**src/rtl/regfile_scoreboard.sv**
```systemverilog
// Integer register file with per-register write-pending counters.
// Combinational reads with writeback bypass; busy/stall/issue_ready from counters.
module regfile_scoreboard #(
    parameter int XLEN    = 32,
    parameter int NREGS   = 32,
    parameter int NRD     = 2,
    parameter int MAXPEND = 3
) (
    input  logic                          clk,
    input  logic                          rst_n,
    input  logic [NRD-1:0]                rd_en,
    input  logic [NRD*$clog2(NREGS)-1:0]  rd_addr,
    output logic [NRD*XLEN-1:0]           rd_data,
    output logic [NRD-1:0]                rd_busy,
    output logic                          stall,
    input  logic                          issue_valid,
    input  logic [$clog2(NREGS)-1:0]      issue_rd,
    output logic                          issue_ready,
    input  logic                          wb_valid,
    input  logic [$clog2(NREGS)-1:0]      wb_addr,
    input  logic [XLEN-1:0]               wb_data,
    input  logic                          flush,
    output logic                          err_underflow
);

    localparam int AW = $clog2(NREGS);
    localparam int PW = $clog2(MAXPEND + 1);
    localparam logic [PW-1:0] MAXP = PW'(MAXPEND);
    localparam logic [PW-1:0] ONE  = PW'(1);

    logic [XLEN-1:0] regs_q [NREGS];
    logic [XLEN-1:0] regs_d [NREGS];
    logic [PW-1:0]   cnt_q  [NREGS];
    logic [PW-1:0]   cnt_d  [NREGS];
    logic            err_q;
    logic            err_d;

    logic wb_en;
    logic issue_take;

    assign wb_en = wb_valid && (wb_addr != '0);

    always_comb begin
        issue_ready = (issue_rd == '0)
                   || (cnt_q[issue_rd] < MAXP)
                   || (wb_valid && (wb_addr == issue_rd));
    end

    assign issue_take = issue_valid && issue_ready && !flush
                     && (issue_rd != '0);

    always_comb begin
        regs_d = regs_q;
        if (wb_en) begin
            regs_d[wb_addr] = wb_data;
        end
    end

    // x0 is never counted, so its counter stays at its reset value.
    always_comb begin
        cnt_d = cnt_q;
        for (int r = 1; r < NREGS; r++) begin
            if (flush) begin
                cnt_d[r] = '0;
            end else begin
                cnt_d[r] = cnt_q[r]
                         + PW'(issue_take && (issue_rd == AW'(r)))
                         - PW'(wb_valid && (wb_addr == AW'(r))
                               && (cnt_q[r] != '0));
            end
        end
    end

    always_comb begin
        err_d = err_q | (wb_en && !flush && (cnt_q[wb_addr] == '0));
    end

    always_ff @(posedge clk or negedge rst_n) begin
        if (!rst_n) begin
            for (int r = 0; r < NREGS; r++) begin
                regs_q[r] <= '0;
                cnt_q[r]  <= '0;
            end
            err_q <= 1'b0;
        end else begin
            regs_q <= regs_d;
            cnt_q  <= cnt_d;
            err_q  <= err_d;
        end
    end

    for (genvar i = 0; i < NRD; i++) begin : g_rd
        logic [AW-1:0] a;
        logic          byp;

        assign a   = rd_addr[i*AW +: AW];
        assign byp = wb_valid && (wb_addr == a);

        assign rd_data[i*XLEN +: XLEN] = (a == '0) ? '0
                                       : byp       ? wb_data
                                       :             regs_q[a];

        // The last outstanding write landing this cycle is bypassed.
        assign rd_busy[i] = rd_en[i] && (a != '0) && (cnt_q[a] != '0)
                         && !(byp && (cnt_q[a] == ONE));
    end

    assign stall         = |rd_busy;
    assign err_underflow = err_q;

endmodule

```
**config.mk**
```make
export PLATFORM = sky130hd
export DESIGN_NAME = regfile_scoreboard
export DESIGN_NICKNAME = d
export VERILOG_FILES = /design/src/rtl/regfile_scoreboard.sv
export SDC_FILE = /design/constraint.sdc
export NUM_CORES = 2
export LEC_CHECK = 0
export CAP_MARGIN = 20
export CORE_MARGIN = 8
export CORE_UTILIZATION = 57
export CTS_CLUSTER_DIAMETER = 40
export DETAILED_ROUTE_END_ITERATION = 10
export HOLD_SLACK_MARGIN = 0.12
export PLACE_DENSITY = 0.77
export REMOVE_ABC_BUFFERS = 1
export SYNTH_ARGS = -nofsm -noshare
export SYNTH_HDL_FRONTEND = slang
export SYNTH_SLANG_ARGS = --single-unit
export TNS_END_PERCENT = 20
```
**constraint.sdc**
```tcl
create_clock -name clk -period 3 [get_ports clk]
set_clock_uncertainty 0.1 [all_clocks]
set_input_delay 0.45 -clock clk [delete_from_list [all_inputs] [get_ports clk]]
set_output_delay 0.45 -clock clk [all_outputs]
set_load 0.005 [all_outputs]
```
* Yosys cells after proc, flatten, opt, wreduce, memory -nomap -nowiden
Index checks and enable logic that the tools add are counted.
** Storage, ports and cells
- Register bits :: 1087
- Input bits :: 59
- Output and inout bits :: 69
- Word-level logic and storage cells :: 418
** Cells by class
- Add/subtract/negate cells :: 62
- Magnitude comparators :: 6
- Eq/ne operators :: 67
- Muxes and demuxes :: 56
- Bitwise logic cells :: 5
- Reductions and logical operators :: 158
** Operator list (count)
- 1024-bit bitwise mux :: 1
- 32-bit binary-select mux with 5-bit select :: 2
- 32-bit two-way mux :: 9
- 32-bit demux with 5-bit select :: 1
- 5-bit == test (second input constant) :: 32
- 1-bit logical AND :: 111
- 5-bit by 4-bit == test with 1-bit output (second input constant) :: 16
- 2-bit two-way mux :: 39
- 2-bit nonzero test :: 33
- 2-bit by 1-bit adder with 2-bit output :: 31
- 2-bit by 1-bit subtractor with 2-bit output :: 31
- 2-bit binary-select mux with 5-bit select :: 4
- 5-bit by 3-bit == test with 1-bit output (second input constant) :: 8
- 6-bit >= comparator (second input constant) :: 4
- 5-bit NOT with 6-bit output :: 4
- 5-bit by 2-bit == test with 1-bit output (second input constant) :: 4
- 5-bit nonzero test :: 4
- 5-bit == test :: 3
- 5-bit zero test :: 3
- 5-bit by 1-bit == test with 1-bit output (second input constant) :: 2
- 6-bit by 1-bit less-than comparator with 1-bit output (second input constant) :: 1
- 2-bit by 1-bit == test with 1-bit output (second input constant) :: 2
- 1-bit zero test :: 3
- 2-bit zero test :: 1
- other kinds (4) :: 5

* Logic depth before layout (Yosys ltp)
- Word-level depth :: 14
- Depth in mapped cells :: 14
- Mapped depth without buffers :: 11

* Worst setup path before layout
Ideal clock, no wire load.
- Path kind :: in2reg
- Start :: input port issue_rd[0]
- End :: register cnt_q[5] in the netlist's numbering
- Setup time :: 132 ps
- Arrival time :: 3017 ps
- Data required time :: 2768 ps
- Slack :: -248 ps
- Cell stages on the path :: 13
- Path buffers :: 2
- Cells stage by stage :: clkbuf_1 mux4_2 mux2i_1 o21ai_0 o211ai_1 clkbuf_1 nand3_1 ha_1 inv_1 ha_1 xor2_1 xnor2_1 nor2_1
** RTL lines
- start, declared :: RTL line 17 : input logic [$clog2(NREGS)-1:0] issue_rd,
- end signal, assigned :: RTL line 87 : cnt_q <= cnt_d;
- end, declared :: RTL line 33 : logic [PW-1:0] cnt_q [NREGS];

* Final worst setup path
- Start :: register regs_q[88] in the netlist's numbering
- End :: output port rd_data[56]
** On the way
- Longest elaborated chain between the ends :: 5
** RTL lines
- start, declared :: RTL line 31 : logic [XLEN-1:0] regs_q [NREGS];
- start signal, assigned :: RTL line 86 : regs_q <= regs_d;
- 32-bit binary-select mux with 5-bit select :: RTL line 101 : : regs_q[a];
- 32-bit two-way mux (not written as such) (2 in a row) :: RTL line 101
- 32-bit two-way mux :: RTL line 100 : : byp ? wb_data
- 32-bit two-way mux :: RTL line 99 : assign rd_data[i*XLEN +: XLEN] = (a == '0) ? '0
- end, declared :: RTL line 13 : output logic [NRD*XLEN-1:0] rd_data,
Every way passes these cells. The select of a mux whose other input is x is not followed.

==> results by group <==
STA
  • RSZ-0062 raised after global routing: yes
  • Slew Viols, Final: 0
  • Period minus WS final: 3.40 ns
  • Fmax: 0.294 GHz
  • Hold Vio Cnt, Final: 0
  • Period Utilization, post-route: 113%
  • Final worst setup slack: -0.396 ns
  • Count of final setup violators: 65
  • Rel. slew slack: 46.0%
  • Worst-Margin Slew: 0.810 ns
  • Hold Slack: 0.184 ns

Job
  • Max cap viols: 0

Route
  • Met2 WL: approximately 90 mm
  • Drt total wl: 189 mm
  • 1st-pass router iterations: 6
  • M1 WL: a little over 70 mm
  • Via count: 40,900
  • Starting DRT DRC Count: 4,301
  • Routed Antenna Nets: 0
  • # DRC: 0
  • DR WL met3: 17.0 mm
  • Wirelength per Cell: 32.0 um
  • Vias/cell: 6.94
  • Top Layer Used: met5

Setup path
  • Critical path depth: 6
  • Critical path destination: rd_data[56]
  • CP required: approximately 2.5 ns
  • Crit. End Element: output pin
  • Reg2reg start: cnt_q[27]
  • Reg2Reg Setup Slack: 0.11 ns
  • Startpoint types: flop
  • CP Buf/Inv Count: 2
  • FF-to-FF path depth: 14
  • CP top delay family: multiplexers
  • CP Cell Sequence: buf_6 -> mux4_2 -> mux4_2 -> nor2b_4 -> a221o_1 -> buf_2
  • Worst path slowest cell: mux4_2
  • Capturing point of the worst reg2reg path: cnt_q[5]
  • Setup crit start: regs_q[88]
  • Worst Path Max Fanout: 2
  • Arr. time, crit path: 2.85 ns
  • Slowest stage delay, CP: ~0.47 ns
  • Critical path type: reg2out
  • Cell mode on critical path: mux4_2

Global routing
  • Largest net degree at the start of global routing: ~110
  • First-pass GRT wire length: 284 mm
  • Antenna violations before repair: 2
  • Vias in the first global route: around 43,000
  • Overall Global Routing Usage: 32.3%
  • Total grt overflow: 0

Die
  • Die Area: 0.117 mm2
  • Rows: 119
  • Die Ht: 342 um
  • Initial Util: 57.5%
  • CORE AREA: 0.105 mm2
  • # IOs: between 100 and 150
  • Die X: 342 um

Cells and area
  • Final #Nets: 4,502
  • Layout Cell Area excl Fill: 0.0734 mm2
  • Multi-input logic area: 0.0320 mm2
  • Commonest cells after routing, fill and taps aside: dfrtp_1, mux2_2, mux4_2, buf_4, clkbuf_16
  • Filler cells: 6,661
  • Layout area overhead: 21.2%
  • Commonest non-fill, non-tap cell in the layout: dfrtp_1
  • Register area: 0.0272 mm2
  • Ratio of cells with drive above 1 in the final layout: 59.6%

Power and ir drop
  • Switch share: 27.1%
  • Combinational fraction of design power: between 20% and 30%
  • Sw Pwr: between 0.01 and 0.015 W
  • Max IR drop VDD: between 0.5 and 0.6 mV
  • Lkg Pwr: 32.3 nW
  • Clock power frac: 38.2%
  • Reg power frac: 40.9%
  • Int Pwr: 0.0344 W
  • Power per Cell Area: 643 mW/mm2

Clocking
  • Num CTS Buffers: about 150
  • Clock root buffer: clkbuf_16
  • CTS tree: done
  • Worst-path clk slew: 0.07 ns
  • Max clock buf depth: 3
  • Clock Sinks: roughly 1,100
  • H-tree levels: 4
  • Later-pin clock latency in the skew report: 0.75 ns

Synth
  • Dominant cell type by area after synthesis: dfrtp_1
  • Register area share after synthesis: 44.9%
  • Seq cells post-synth: 1,087
  • Synth Warn #: 0
  • Ys flop type: dfrtp_1
  • Synthesized instance count: 3,974
  • Count of different cell masters after synthesis: 52
  • Post-synth EDFFs: 0
  • Async SR Flop Fraction: 100%
  • Share of the synthesized area in the top cell type: between 40% and 50%
  • Post-Syn Area: ~0.061 mm2
  • Syn avg cell area: 15.2 um2
  • Area contributors post-synth: dfrtp_1, mux4_2, mux2_2

Run status
  • Outcome: finished with violations
  • Failing checks: setup timing

Place
  • DP Area: 0.0674 mm2
  • Post-DP HPWL: 120 mm
  • Port Buffers: 127
  • GPL Wtd Cong: 0.965

Min path
  • Hold Crit Class: in2async
==> cell usage after synthesis (3+ instances only) <==
cell type / instances
dfrtp_1: 1087
mux2_2: 1004
mux4_2: 655
clkbuf_1: 248
buf_2: 129
nor2_1: 123
nor2b_1: 96
ha_1: 62
nand2_1: 57
mux2i_1: 54
nand3_1: 48
xnor2_1: 41
buf_1: 37
a221o_1: 36
inv_1: 36
xor2_1: 36
nor3_1: 33
a211oi_1: 29
a21oi_1: 23
buf_6: 16
buf_4: 14
nand4_1: 11
o21ai_0: 10
o2bb2ai_1: 10
o221ai_1: 9
and3_1: 7
nand3b_1: 6
o22ai_1: 6
nor3b_1: 5
o211ai_1: 5
a211o_1: 4
nor4_1: 4
a22oi_1: 3
and3b_1: 3
o31ai_1: 3
==> repair_timing <==
item | in CTS | in global routing
setup endpoints to repair | 68 | 68
cloned | 4 | 0
pin swaps | 38 | 13
hold buffers | 1 | 0
gates resized for setup | 294 | 71
endpoints found under the hold margin | 388 | 0
setup buffers | 30 | 20
==> how the worst min path moves through the flow <==
stage	end	slack [ns]	cells past startpoint
after floorplan	cnt_q[0]	0.05	0
after global placement	regs_q[1018]	0.28	0
after detailed placement	regs_q[1003]	0.28	0
after CTS	cnt_q[31]	0.18	2
after global routing	cnt_q[31]	0.21	2
final	cnt_q[31]	0.18	2
==> metal layers <==
metal / GRT usage [%] / vias up
met4: 17.4 / 2
met5: 0 / -
li1: - / 16200
met3: 7.84 / 600
met2: 49.6 / 2229
met1: 42.8 / 21900
==> per-stage QoR <==
step,util [%],total power (W),std cells,setup TNS (ns),worst slack [ns]
6_report,69.7,0.0472,5893,-15.79,-0.396
5_1_grt,69.7,0.0488,5892,-19.79,-0.445
4_1_cts,69.5,0.0472,5872,-18.93,-0.417
3_5_place_dp,64.1,0.0290,5572,-203.70,-0.722
3_3_place_gp,64.1,0.0285,5572,-199.77,-0.685
2_1_floorplan,-,0.0248,3530,-45.59,-0.951
==> power groups by stage <==
stage               sequential, W  clock (W)  combinational [W]
detailed placement         0.0194          0            0.00961
global route               0.0196     0.0188             0.0104
floorplan                  0.0187          0            0.00614
CTS                        0.0192     0.0182            0.00980
finish                     0.0193     0.0180            0.00985
global placement           0.0192          0            0.00936
==> cell type report <==
cell class | count | share of cell area [%]
Sequential cell | 1087 | 37.1
Multi-Input combinational cell | 2405 | 43.5
Inverter | 38 | 0.194
Timing Repair Buffer | 702 | 9.88
Antenna cell | 1 | 0.00341
Clock inverter | 89 | 1.41
Clock buffer | 180 | 5.52
Tap cell | 1391 | 2.37
==> sequential cells by signal (all words and copies together), names as in the netlist <==
register	flops
regs_q	1024
cnt_q	62
err_underflow	1
==> logic make-up (layout without fill, tap and decap cells) <==
family	after synthesis	count (layout)	synth area share, %
AO/OA/AOI/OAI	148	148	1.91
XOR/XNOR	77	77	1.11
flip-flops	1087	1087	44.9
AND/OR/NAND/NOR	405	405	3.32
adder cells (fa/ha/maj)	62	62	1.28
multiplexers	1713	1713	43.9
other	0	1	0
buffers and inverters	482	1009	3.54
==> worst reg2reg max path, cell delays in order, from the launching register on <==
cell	delay, ns
dfrtp_1	0.44
mux4_2	0.48
mux2i_1	0.14
o21ai_1	0.10
o211ai_1	0.09
buf_4	0.15
buf_12	0.11
buf_6	0.13
nand3_1	0.14
ha_1	0.32
inv_1	0.05
ha_1	0.14
xor2_1	0.17
xnor2_1	0.13
nor2_1	0.05
Power figures use the tool's default switching activity.
